<file path="src/rtl/or1200_fwd_sel.sv">
// Operand-mux select producer: tracks EX/WB destinations, registers forwarding selects at ID->EX.
// One cycle of latency on selects and stage registers; lu_stall is combinational, and the freeze inputs hold state.
module or1200_fwd_sel #(
    parameter int AW    = 5,
    parameter int SEL_W = 2
) (
    input  logic             clk_i,
    input  logic             rst_ni,
    input  logic             id_freeze_i,
    input  logic             ex_freeze_i,
    input  logic             wb_freeze_i,
    input  logic [AW-1:0]    id_rfa_addr_i,
    input  logic [AW-1:0]    id_rfb_addr_i,
    input  logic             id_rfa_en_i,
    input  logic             id_rfb_en_i,
    input  logic             id_imm_b_i,
    input  logic             id_rf_we_i,
    input  logic [AW-1:0]    id_rf_addrw_i,
    input  logic             id_is_load_i,
    input  logic             ex_flush_i,
    output logic [SEL_W-1:0] sel_a_o,
    output logic [SEL_W-1:0] sel_b_o,
    output logic             ex_rf_we_o,
    output logic [AW-1:0]    ex_rf_addrw_o,
    output logic             ex_is_load_o,
    output logic             wb_rf_we_o,
    output logic [AW-1:0]    wb_rf_addrw_o,
    output logic             lu_stall_o
);

    localparam logic [SEL_W-1:0] SEL_RF  = SEL_W'(0);
    localparam logic [SEL_W-1:0] SEL_IMM = SEL_W'(1);
    localparam logic [SEL_W-1:0] SEL_EX  = SEL_W'(2);
    localparam logic [SEL_W-1:0] SEL_WB  = SEL_W'(3);

    logic [SEL_W-1:0] sel_a_q, sel_a_d, sel_b_q, sel_b_d;
    logic             ex_rf_we_q, ex_rf_we_d, ex_is_load_q, ex_is_load_d;
    logic [AW-1:0]    ex_rf_addrw_q, ex_rf_addrw_d;
    logic             wb_rf_we_q, wb_rf_we_d;
    logic [AW-1:0]    wb_rf_addrw_q, wb_rf_addrw_d;

    logic hit_a_ex, hit_a_wb, hit_b_ex, hit_b_wb, lu_stall;
    logic [SEL_W-1:0] fwd_a, fwd_b;

    // r0 reads as zero, so a write to it is never a forwarding source
    assign hit_a_ex = ex_rf_we_q && (id_rfa_addr_i == ex_rf_addrw_q) && (|id_rfa_addr_i);
    assign hit_a_wb = wb_rf_we_q && (id_rfa_addr_i == wb_rf_addrw_q) && (|id_rfa_addr_i);
    assign hit_b_ex = ex_rf_we_q && (id_rfb_addr_i == ex_rf_addrw_q) && (|id_rfb_addr_i);
    assign hit_b_wb = wb_rf_we_q && (id_rfb_addr_i == wb_rf_addrw_q) && (|id_rfb_addr_i);

    assign lu_stall = ex_is_load_q && ex_rf_we_q && (|ex_rf_addrw_q) &&
                      ((id_rfa_en_i && hit_a_ex) || (id_rfb_en_i && !id_imm_b_i && hit_b_ex));

    always_comb begin
        fwd_a = SEL_RF;
        if (id_rfa_en_i && hit_a_ex)      fwd_a = SEL_EX;
        else if (id_rfa_en_i && hit_a_wb) fwd_a = SEL_WB;

        fwd_b = SEL_RF;
        if (id_imm_b_i)                   fwd_b = SEL_IMM;
        else if (id_rfb_en_i && hit_b_ex) fwd_b = SEL_EX;
        else if (id_rfb_en_i && hit_b_wb) fwd_b = SEL_WB;
    end

    always_comb begin
        sel_a_d       = sel_a_q;
        sel_b_d       = sel_b_q;
        ex_rf_we_d    = ex_rf_we_q;
        ex_rf_addrw_d = ex_rf_addrw_q;
        ex_is_load_d  = ex_is_load_q;
        if (!ex_freeze_i) begin
            if (id_freeze_i || lu_stall || ex_flush_i) begin
                sel_a_d       = SEL_RF;
                sel_b_d       = SEL_RF;
                ex_rf_we_d    = 1'b0;
                ex_rf_addrw_d = '0;
                ex_is_load_d  = 1'b0;
            end else begin
                sel_a_d       = fwd_a;
                sel_b_d       = fwd_b;
                ex_rf_we_d    = id_rf_we_i;
                ex_rf_addrw_d = id_rf_addrw_i;
                ex_is_load_d  = id_is_load_i;
            end
        end

        wb_rf_we_d    = wb_rf_we_q;
        wb_rf_addrw_d = wb_rf_addrw_q;
        if (!wb_freeze_i) begin
            // a frozen EX stage leaves nothing to retire, so WB takes a bubble
            wb_rf_we_d    = ex_freeze_i ? 1'b0 : ex_rf_we_q;
            wb_rf_addrw_d = ex_freeze_i ? '0   : ex_rf_addrw_q;
        end
    end

    always_ff @(posedge clk_i or negedge rst_ni) begin
        if (!rst_ni) begin
            sel_a_q       <= SEL_RF;
            sel_b_q       <= SEL_RF;
            ex_rf_we_q    <= 1'b0;
            ex_rf_addrw_q <= '0;
            ex_is_load_q  <= 1'b0;
            wb_rf_we_q    <= 1'b0;
            wb_rf_addrw_q <= '0;
        end else begin
            sel_a_q       <= sel_a_d;
            sel_b_q       <= sel_b_d;
            ex_rf_we_q    <= ex_rf_we_d;
            ex_rf_addrw_q <= ex_rf_addrw_d;
            ex_is_load_q  <= ex_is_load_d;
            wb_rf_we_q    <= wb_rf_we_d;
            wb_rf_addrw_q <= wb_rf_addrw_d;
        end
    end

    assign sel_a_o       = sel_a_q;
    assign sel_b_o       = sel_b_q;
    assign ex_rf_we_o    = ex_rf_we_q;
    assign ex_rf_addrw_o = ex_rf_addrw_q;
    assign ex_is_load_o  = ex_is_load_q;
    assign wb_rf_we_o    = wb_rf_we_q;
    assign wb_rf_addrw_o = wb_rf_addrw_q;
    assign lu_stall_o    = lu_stall;

endmodule

</file>
<file path="config.mk">
export PLATFORM = sky130hd
export DESIGN_NAME = or1200_fwd_sel
export DESIGN_NICKNAME = d
export VERILOG_FILES = /design/src/rtl/or1200_fwd_sel.sv
export SDC_FILE = /design/constraint.sdc
export NUM_CORES = 1
export LEC_CHECK = 0
export ABC_AREA = 1
export CAP_MARGIN = 20
export CORE_MARGIN = 5
export CORE_UTILIZATION = 45
export DETAILED_ROUTE_END_ITERATION = 8
export PLACE_DENSITY = 0.8
export SETUP_SLACK_MARGIN = 0.1
export SLEW_MARGIN = 20
export SYNTH_ARGS = -nofsm -noshare
export SYNTH_HDL_FRONTEND = slang
export SYNTH_SLANG_ARGS = --single-unit
export TNS_END_PERCENT = 20
</file>
<file path="constraint.sdc">
create_clock -name clk_i -period 1.5 [get_ports clk_i]
set_input_delay 0.3 -clock clk_i [delete_from_list [all_inputs] [get_ports clk_i]]
set_output_delay 0.3 -clock clk_i [all_outputs]
set_load 0.05 [all_outputs]
</file>
# Word level (Yosys, flattened, before mapping)
# Index checks and enable logic that the tools add are counted.
[classes]
eq_ne = 4
muxes = 12
n_reduce_logical = 24
[ops]
columns = ["op", "n"]
rows = [
  ["== test 5 bit", 4],
  ["logical AND 1 bit", 17],
  ["OR reduction 5 bit", 3],
  ["two-way mux 2 bit", 7],
  ["two-way mux 5 bit", 2],
  ["logical OR 1 bit", 3],
  ["two-way mux 1 bit", 3],
  ["zero test 1 bit", 1],
]
[totals]
ff_bits = 17
in_bits = 26

# Longest topological paths before layout
# Gate-level depths: netlist of the first run.
[logic_depth]
word_depth = 9
ltp_mapped = 12

# Worst setup path before layout of the first run
# Ideal clock, no wire load.
[synth_path]
path_kind = "register -> output"
start = "register ex_rf_we_q (netlist: ex_rf_we_o)"
end = "output lu_stall_o"
arrival_ns = 1.703
required_time_ns = 1.200
slack_ns = -0.503
path_stages_with_launch = 10
path_buffers = 1
cell_sequence = "dfrtp_1 -> inv_1 -> a21oi_1 -> nand2_1 -> nor2_2 -> nand3_2 -> nand2_2 -> nand2_2 -> buf_6 -> inv_1"
[synth_via]
elab_chain_len = 5
[synth_lines]
columns = ["item", "line_no", "source"]
rows = [
  ["from (decl)", "37", "logic ex_rf_we_q, ex_rf_we_d, ex_is_load_q, ex_is_load_d;"],
  ["from (signal assigned)", "108", "ex_rf_we_q <= ex_rf_we_d;"],
  ["logical AND 1 bit (on tied branches) (2 in a row)", "46, 48", ""],
  ["logical AND 1 bit", "52", "((id_rfa_en_i && hit_a_ex) || (id_rfb_en_i && !id_imm_b_i && hit_b_ex));"],
  ["logical OR 1 bit", "52", ""],
  ["logical AND 1 bit *", "51", "assign lu_stall = ex_is_load_q && ex_rf_we_q && (|ex_rf_addrw_q) &&"],
  ["to (decl)", "28", "output logic lu_stall_o"],
]
# Mark *: on every way between the ends. The rest lies on a longest branch, timed or not.

# Worst setup path after layout of the first run
[layout_path]
start = "register ex_rf_addrw_q[3] (netlist: ex_rf_addrw_o[3])"
end = "output lu_stall_o"
[layout_via]
elab_chain_len = 6
[layout_lines]
columns = ["item", "line_no", "source"]
rows = [
  ["from (decl)", "38", "logic [AW-1:0] ex_rf_addrw_q, ex_rf_addrw_d;"],
  ["from (signal assigned)", "109", "ex_rf_addrw_q <= ex_rf_addrw_d;"],
  ["== test 5 bit (on tied branches)", "46, 48", ""],
  ["logical AND 1 bit (on tied branches) (2 in a row)", "46, 48", ""],
  ["logical AND 1 bit", "52", ""],
  ["logical OR 1 bit", "52", ""],
  ["logical AND 1 bit *", "51", ""],
]
# Marks and branches as above.

==> results.cfg, run 1 <==
[sta]
period_needed_ns = 1.93
post-route-period-util_pct = 129
skew_ns = 0.00528
worst_pin_slew_ns = 0.805
hold_viol = 0
fmax_ghz = 0.518
hold-worst-slack_ns = 0.308
setup_violations = 13
slew_viol_final = 0
setup_slack_ns = -0.432
maxSlewHeadroom_pct = 46.1
rsz0062_at_grt = yes

[routing]
first_iter_violations = 93
vias_per_cell = 5.19
vias = 1608
route.detailed.wl_per_inst_um = 14.4
final_antenna_net_count = 0
finalWirelength_mm = 4.48
drcViolationCount = 0
first_pass_iters = 4

[worst_setup_path]
required_ns = 1.20
timing.rr.start = ex_rf_addrw_o[3]$_DFFE_PN0N_
endpoint_kind = output port
critical_path.top_delay_family = flip-flops
r2r_cells = 11
path_class = reg -> out
path_max_fanout = 4
arrival_ns = 1.63
r2r-end = ex_rf_we_o$_DFFE_PN0N_
cp-start-kind = register
cp_slowest_stage_delay_ns = 0.46
path_buf_inv = 3
crit_chain = inv_2, nand2_1, o21ai_1, nor2_2, nand3_2, nand2_2, nand2_4, clkinvlp_4, buf_12
rrSetupSlack_ns = -0.09
cp_slowest_cell = dfrtp_2

[synthesis]
synthCells = 206
synth_cell_types = 23
yosys-top-cells-count = nand2_1 (82), inv_1 (24), nor2_1 (22)
yosysSeqAreaShare_pct = 33.2
synth_edf_count = 0
async_flop_share_pct = 100
synth.area.top_cells = dfrtp_1 (33%), nand2_1 (24%), inv_1 (7.0%)
yosysMostFrequentCell = nand2_1
synth.top_cell.area_share_pct = 33.2
syn_avg_cell_area_um2 = 6.22
yosys_warnings = 0
ys_ff_latch = 17
synth_top_area_cell = dfrtp_1
synth_area_mm2 = 0.00128
synth_nets = 232
postSynth.topFlopCell = dfrtp_1

[placement]
dp_slack_ns = -0.493
numPortBuffers = 43
dp_hpwl_mm = 3.23
post_dp_cell_area_mm2 = 0.00208
place_congestion = 0.926

[grt]
antenna_found_initial = 0
grt_pass1_wl_mm = 7.62
track_usage_pct = 23.4
grt_max_degree = 18
grt-ovfl-total = 0
grt_pass1_vias = 1617

[cts]
cts.sinks = 17
cts_hold_buffers = 0
clock_tree.buffer_depth = 2
numCtsBuffers = 3
cts-root-buf = clkbuf_4
h-tree-depth = 1
cts_tree = yes
clkTransAtPathRegs_ns = 0.11
clock_latency_ns = 0.30

[power]
p_leak_nw = 1.12
p_per_area_mw_per_mm2 = 562
irDropWorstVdd_mv = 0.552

[floorplanning]
die_x_um = 63.4
die_area_mm2 = 0.00401
die_y_um = 63.4
initial_core_util_pct = 46.9
rows = 19
core_area_mm2 = 0.00273
pin_count = 44

[final_layout]
finish.instance_area_mm2 = 0.00220
drive_gt1_share_pct = 33.0
final_nets = 306
area_growth_pct = 71.8
n_antenna_cell = 0

[run_status]
outcome = complete, but fails checks
violations = negative setup slack

[worst_hold_path]
min_path_type = in -> async

[job]
maxCapViolations = 0
final cells by class:
cell class                      count  area (um^2)
Multi-Input combinational cell    156          754
Clock inverter                      1         5.00
Timing Repair Buffer               73          835
Inverter                           29          113
Clock buffer                        3         22.5
Fill cell                         177          533
Sequential cell                    17          433
Tap cell                           31         38.8
state kept, by name (all words and copies together), names as in the netlist:
signal and count:
wb_rf_we_o 1, ex_rf_addrw_o 5, sel_a_o 2, sel_b_o 2, wb_rf_addrw_o 5, ex_rf_we_o 1
ex_is_load_o 1
worst register-to-register path, delay by kind of cell, from the launching register on:
| kind | cells | cell delay [ns] |
|---|---|---|
| AND/OR/NAND/NOR | 7 | 0.62 |
| flip-flops | 1 | 0.43 |
| buffers and inverters | 3 | 0.33 |
| AO/OA/AOI/OAI | 1 | 0.12 |
placed cells by master (no fill, tap or decap), types with 10 or more instances in the layout:
cell,Yosys,final
inv_2,4,10
dfrtp_1,17,11
nand2_1,82,79
inv_1,24,17
dlygate4sd2_1,0,10
nand3_1,14,13
buf_4,0,27
clkdlybuf4s50_1,0,15
buf_12,0,18
nor2_1,22,18
cells by family (layout without fill, tap and decap cells):
family	Yosys count	after routing	synth area share, %
buffers and inverters	33	106	10.4
DFF	17	17	33.2
AOI/OAI and AO/OA	14	14	5.86
and+or+nand+nor	142	142	50.6
how the worst max path moves through the flow:
stage                                 startpoint          to  slack, ns  cells after the start
floorplan           ex_rf_addrw_o[3]$_DFFE_PN0N_  lu_stall_o      -0.20                      9
global placement                id_rfb_addr_i[3]  lu_stall_o      -0.49                     10
detailed placement              id_rfa_addr_i[1]  lu_stall_o      -0.49                     10
CTS                 ex_rf_addrw_o[2]$_DFFE_PN0N_  lu_stall_o      -0.36                     10
global route        ex_rf_addrw_o[3]$_DFFE_PN0N_  lu_stall_o      -0.50                      9
finish              ex_rf_addrw_o[3]$_DFFE_PN0N_  lu_stall_o      -0.43                      9
repair_timing:
item | CTS | global route
pin swaps | 3 | 11
setup endpoints to repair | 12 | 14
gates resized for setup | 21 | 7
cloned | 1 | 0
endpoints found under the hold margin | 0 | 0
buffers inserted | 9 | 5
per-stage QoR:
step	std cells	power, mW	utilization [%]	TNS (ns)
2_1_floorplan	206	0.705	-	-0.202
3_3_place_gp	297	0.957	75.9	-5.05
3_5_place_dp	297	0.961	75.9	-5.13
4_1_cts	311	1.22	80.0	-1.03
5_1_grt	310	1.29	80.5	-2.45
6_report	310	1.24	80.5	-1.32
per-layer routing:
layer	up-vias	track usage (%)	share of wire, %	routed length [um]
li1	783	-	-	-
met1	727	29.3	39	1760
met2	85	39.7	50	2240
met3	13	3.73	8.0	359
met4	0	9.61	2.4	107
met5	-	0	0	0
where the power goes:
group | total, mW | internal [mW] | switching [mW] | leakage, nW
clock | 0.263 | 0.0995 | 0.164 | 0.0177
combinational | 0.465 | 0.217 | 0.248 | 0.881
sequential | 0.508 | 0.479 | 0.0291 | 0.223
total | 1.24 | 0.795 | 0.441 | 1.12
No activity file was read; power rests on OpenSTA's default activity.
==> run 2, diff against run 1 <==
--- a/config.mk
+++ b/config.mk
@@ -11,7 +11,6 @@
 export CORE_UTILIZATION = 45
 export DETAILED_ROUTE_END_ITERATION = 8
 export PLACE_DENSITY = 0.8
-export SETUP_SLACK_MARGIN = 0.1
 export SLEW_MARGIN = 20
 export SYNTH_ARGS = -nofsm -noshare
 export SYNTH_HDL_FRONTEND = slang
==> results.cfg, run 2 (synthesis gave the netlist of run 1 again) <==
[routing]
wl_met1_mm = 1.70
first_iter_violations = 118
first_pass_iters = 5
final_antenna_net_count = 0
met3_length_um = 383
vias_per_cell = 5.37
drcViolationCount = 0
dr_wl_met2_mm = 2.22
finalWirelength_mm = 4.47
highest_layer = met4
route.detailed.wl_per_inst_um = 14.6
vias = 1648

[sta]
maxSlewHeadroom_pct = 48.7
period_needed_ns = 1.90
skew_ns = 0.00415
rsz0062_at_grt = yes
setup_violations = 10
setup_slack_ns = -0.404
setup_tns_ns = -0.899
post-route-period-util_pct = 127
slew_viol_final = 0
worst_pin_slew_ns = 0.766
hold_viol = 0
fmax_ghz = 0.525

[cts]
cts_tree = yes
cts_hold_buffers = 0
cts.sinks = 17
numCtsBuffers = 3
h-tree-depth = 1
clock_latency_ns = 0.31
cts-root-buf = clkbuf_4
clock_tree.buffer_depth = 2
clkTransAtPathRegs_ns = 0.11

[final_layout]
final_nets = 303
finish.instance_area_mm2 = 0.00217
drive_gt1_share_pct = 32.2
area_growth_pct = 69.3
final_common_cell = nand2_1
final_core_util_pct = 79.4
fill_cells = 191
n_antenna_cell = 0
most-common-layout-cells = nand2_1 (78), buf_4 (26), nor2_1 (18), buf_12 (18), inv_1 (17)
finalNonFillerCells = 307

[power]
clkPwrFrac_pct = 21.9
internal-power_mw = 0.788
p_comb_share_pct = 36.9
p_switching_mw = 0.447
p_leak_nw = 1.09
seq_power_share_pct = 41.2
p_per_area_mw_per_mm2 = 569
irDropWorstVdd_mv = 0.664
swShare_pct = 36.2

[floorplanning]
initial_core_util_pct = 46.9
die_x_um = 63.4
rows = 19
die_area_mm2 = 0.00401
die_y_um = 63.4
core_area_mm2 = 0.00273
pin_count = 44

[worst_setup_path]
endpoint_kind = output port
required_ns = 1.20
path_class = reg -> out
cp-start-kind = register
arrival_ns = 1.60
path_max_fanout = 5

[placement]
numPortBuffers = 43
dpl.cell_count = 294
place_congestion = 0.899
dp_hpwl_mm = 3.14
post_dp_cell_area_mm2 = 0.00205
dp_slack_ns = -0.494

[grt]
grt-ovfl-total = 0
grt_pass1_vias = 1639
antenna_found_initial = 0
grt_pass1_wl_mm = 7.21
grt_max_degree = 18
track_usage_pct = 22.3

[run_status]
violations = negative setup slack
outcome = complete, but fails checks

[worst_hold_path]
min_path_type = in -> async

[job]
maxCapViolations = 0
==> run 2: critical path, stage by stage (launching register included) <==
cell and delay, ns:
dfrtp_2 0.48, inv_2 0.08, nand2_1 0.06, nand2_2 0.06
nand2_2 0.07, nor2_4 0.09, nand3_2 0.10, nand2_2 0.08
nand2_2 0.07, clkinvlp_4 0.09, buf_12 0.13
==> run 2: metrics by stage <==
stage | power (mW) | hold WS, ns
after floorplan | 0.704 | 0.00441
after global placement | 0.949 | 0.530
after detailed placement | 0.955 | 0.532
after CTS | 1.22 | 0.310
after global routing | 1.28 | 0.323
final | 1.24 | 0.301
==> run 2: routing by layer <==
| metal | track usage (%) | vias up |
|---|---|---|
| met5 | 0 | - |
| met4 | 11.4 | 0 |
| met3 | 4.09 | 19 |
| met2 | 38.8 | 99 |
| met1 | 25.7 | 750 |
| li1 | - | 780 |
==> run 2: layout make-up <==
type | instances | area (um^2) | area share, %
clock buffers | 3 | 22.5 | 1.04
clock inverters | 1 | 5.00 | 0.231
inverters | 29 | 113 | 5.19
multi-input cells | 156 | 753 | 34.7
flip-flops and latches | 17 | 433 | 20.0
well taps | 31 | 38.8 | 1.79
repair buffers | 70 | 805 | 37.1
==> run 2: worst paths after layout <==
check	from	to	slack [ns]	depth (start not counted)
max	ex_rf_addrw_o[2]$_DFFE_PN0N_	lu_stall_o	-0.40	10
min	rst_ni	sel_b_o[0]$_DFFE_PN0N_	0.30	2
max reg2reg	ex_rf_addrw_o[2]$_DFFE_PN0N_	sel_a_o[1]$_DFFE_PN0N_	-0.39	14
min reg2reg	sel_a_o[1]$_DFFE_PN0N_	sel_a_o[1]$_DFFE_PN0N_	0.57	2
max in group asynchronous	rst_ni	ex_rf_addrw_o[4]$_DFFE_PN0N_	0.98	2
min in group clk_i	sel_a_o[1]$_DFFE_PN0N_	sel_a_o[1]$_DFFE_PN0N_	0.57	2
==> run 2: power groups by stage <==
stage / clock network, mW / logic [mW] / registers, mW
floorplan: 0 / 0.129 / 0.576
global placement: 0 / 0.435 / 0.514
detailed placement: 0 / 0.440 / 0.515
CTS: 0.266 / 0.443 / 0.506
global route: 0.284 / 0.487 / 0.512
finish: 0.270 / 0.456 / 0.508
==> run 2: timing repair <==
action                     in CTS  in global routing
setup endpoints to repair      12                 12
buffers inserted                8                  1
resized for setup              18                  8
cloned                          0                  0
pin swaps                       3                  6
==> run 3, diff against run 2 <==
--- a/config.mk
+++ b/config.mk
@@ -6,7 +6,6 @@
 export NUM_CORES = 1
 export LEC_CHECK = 0
 export ABC_AREA = 1
-export CAP_MARGIN = 20
 export CORE_MARGIN = 5
 export CORE_UTILIZATION = 45
 export DETAILED_ROUTE_END_ITERATION = 8
==> results of run 3 <==
The final DEF is identical to that of run 2; final timing and power are the same.
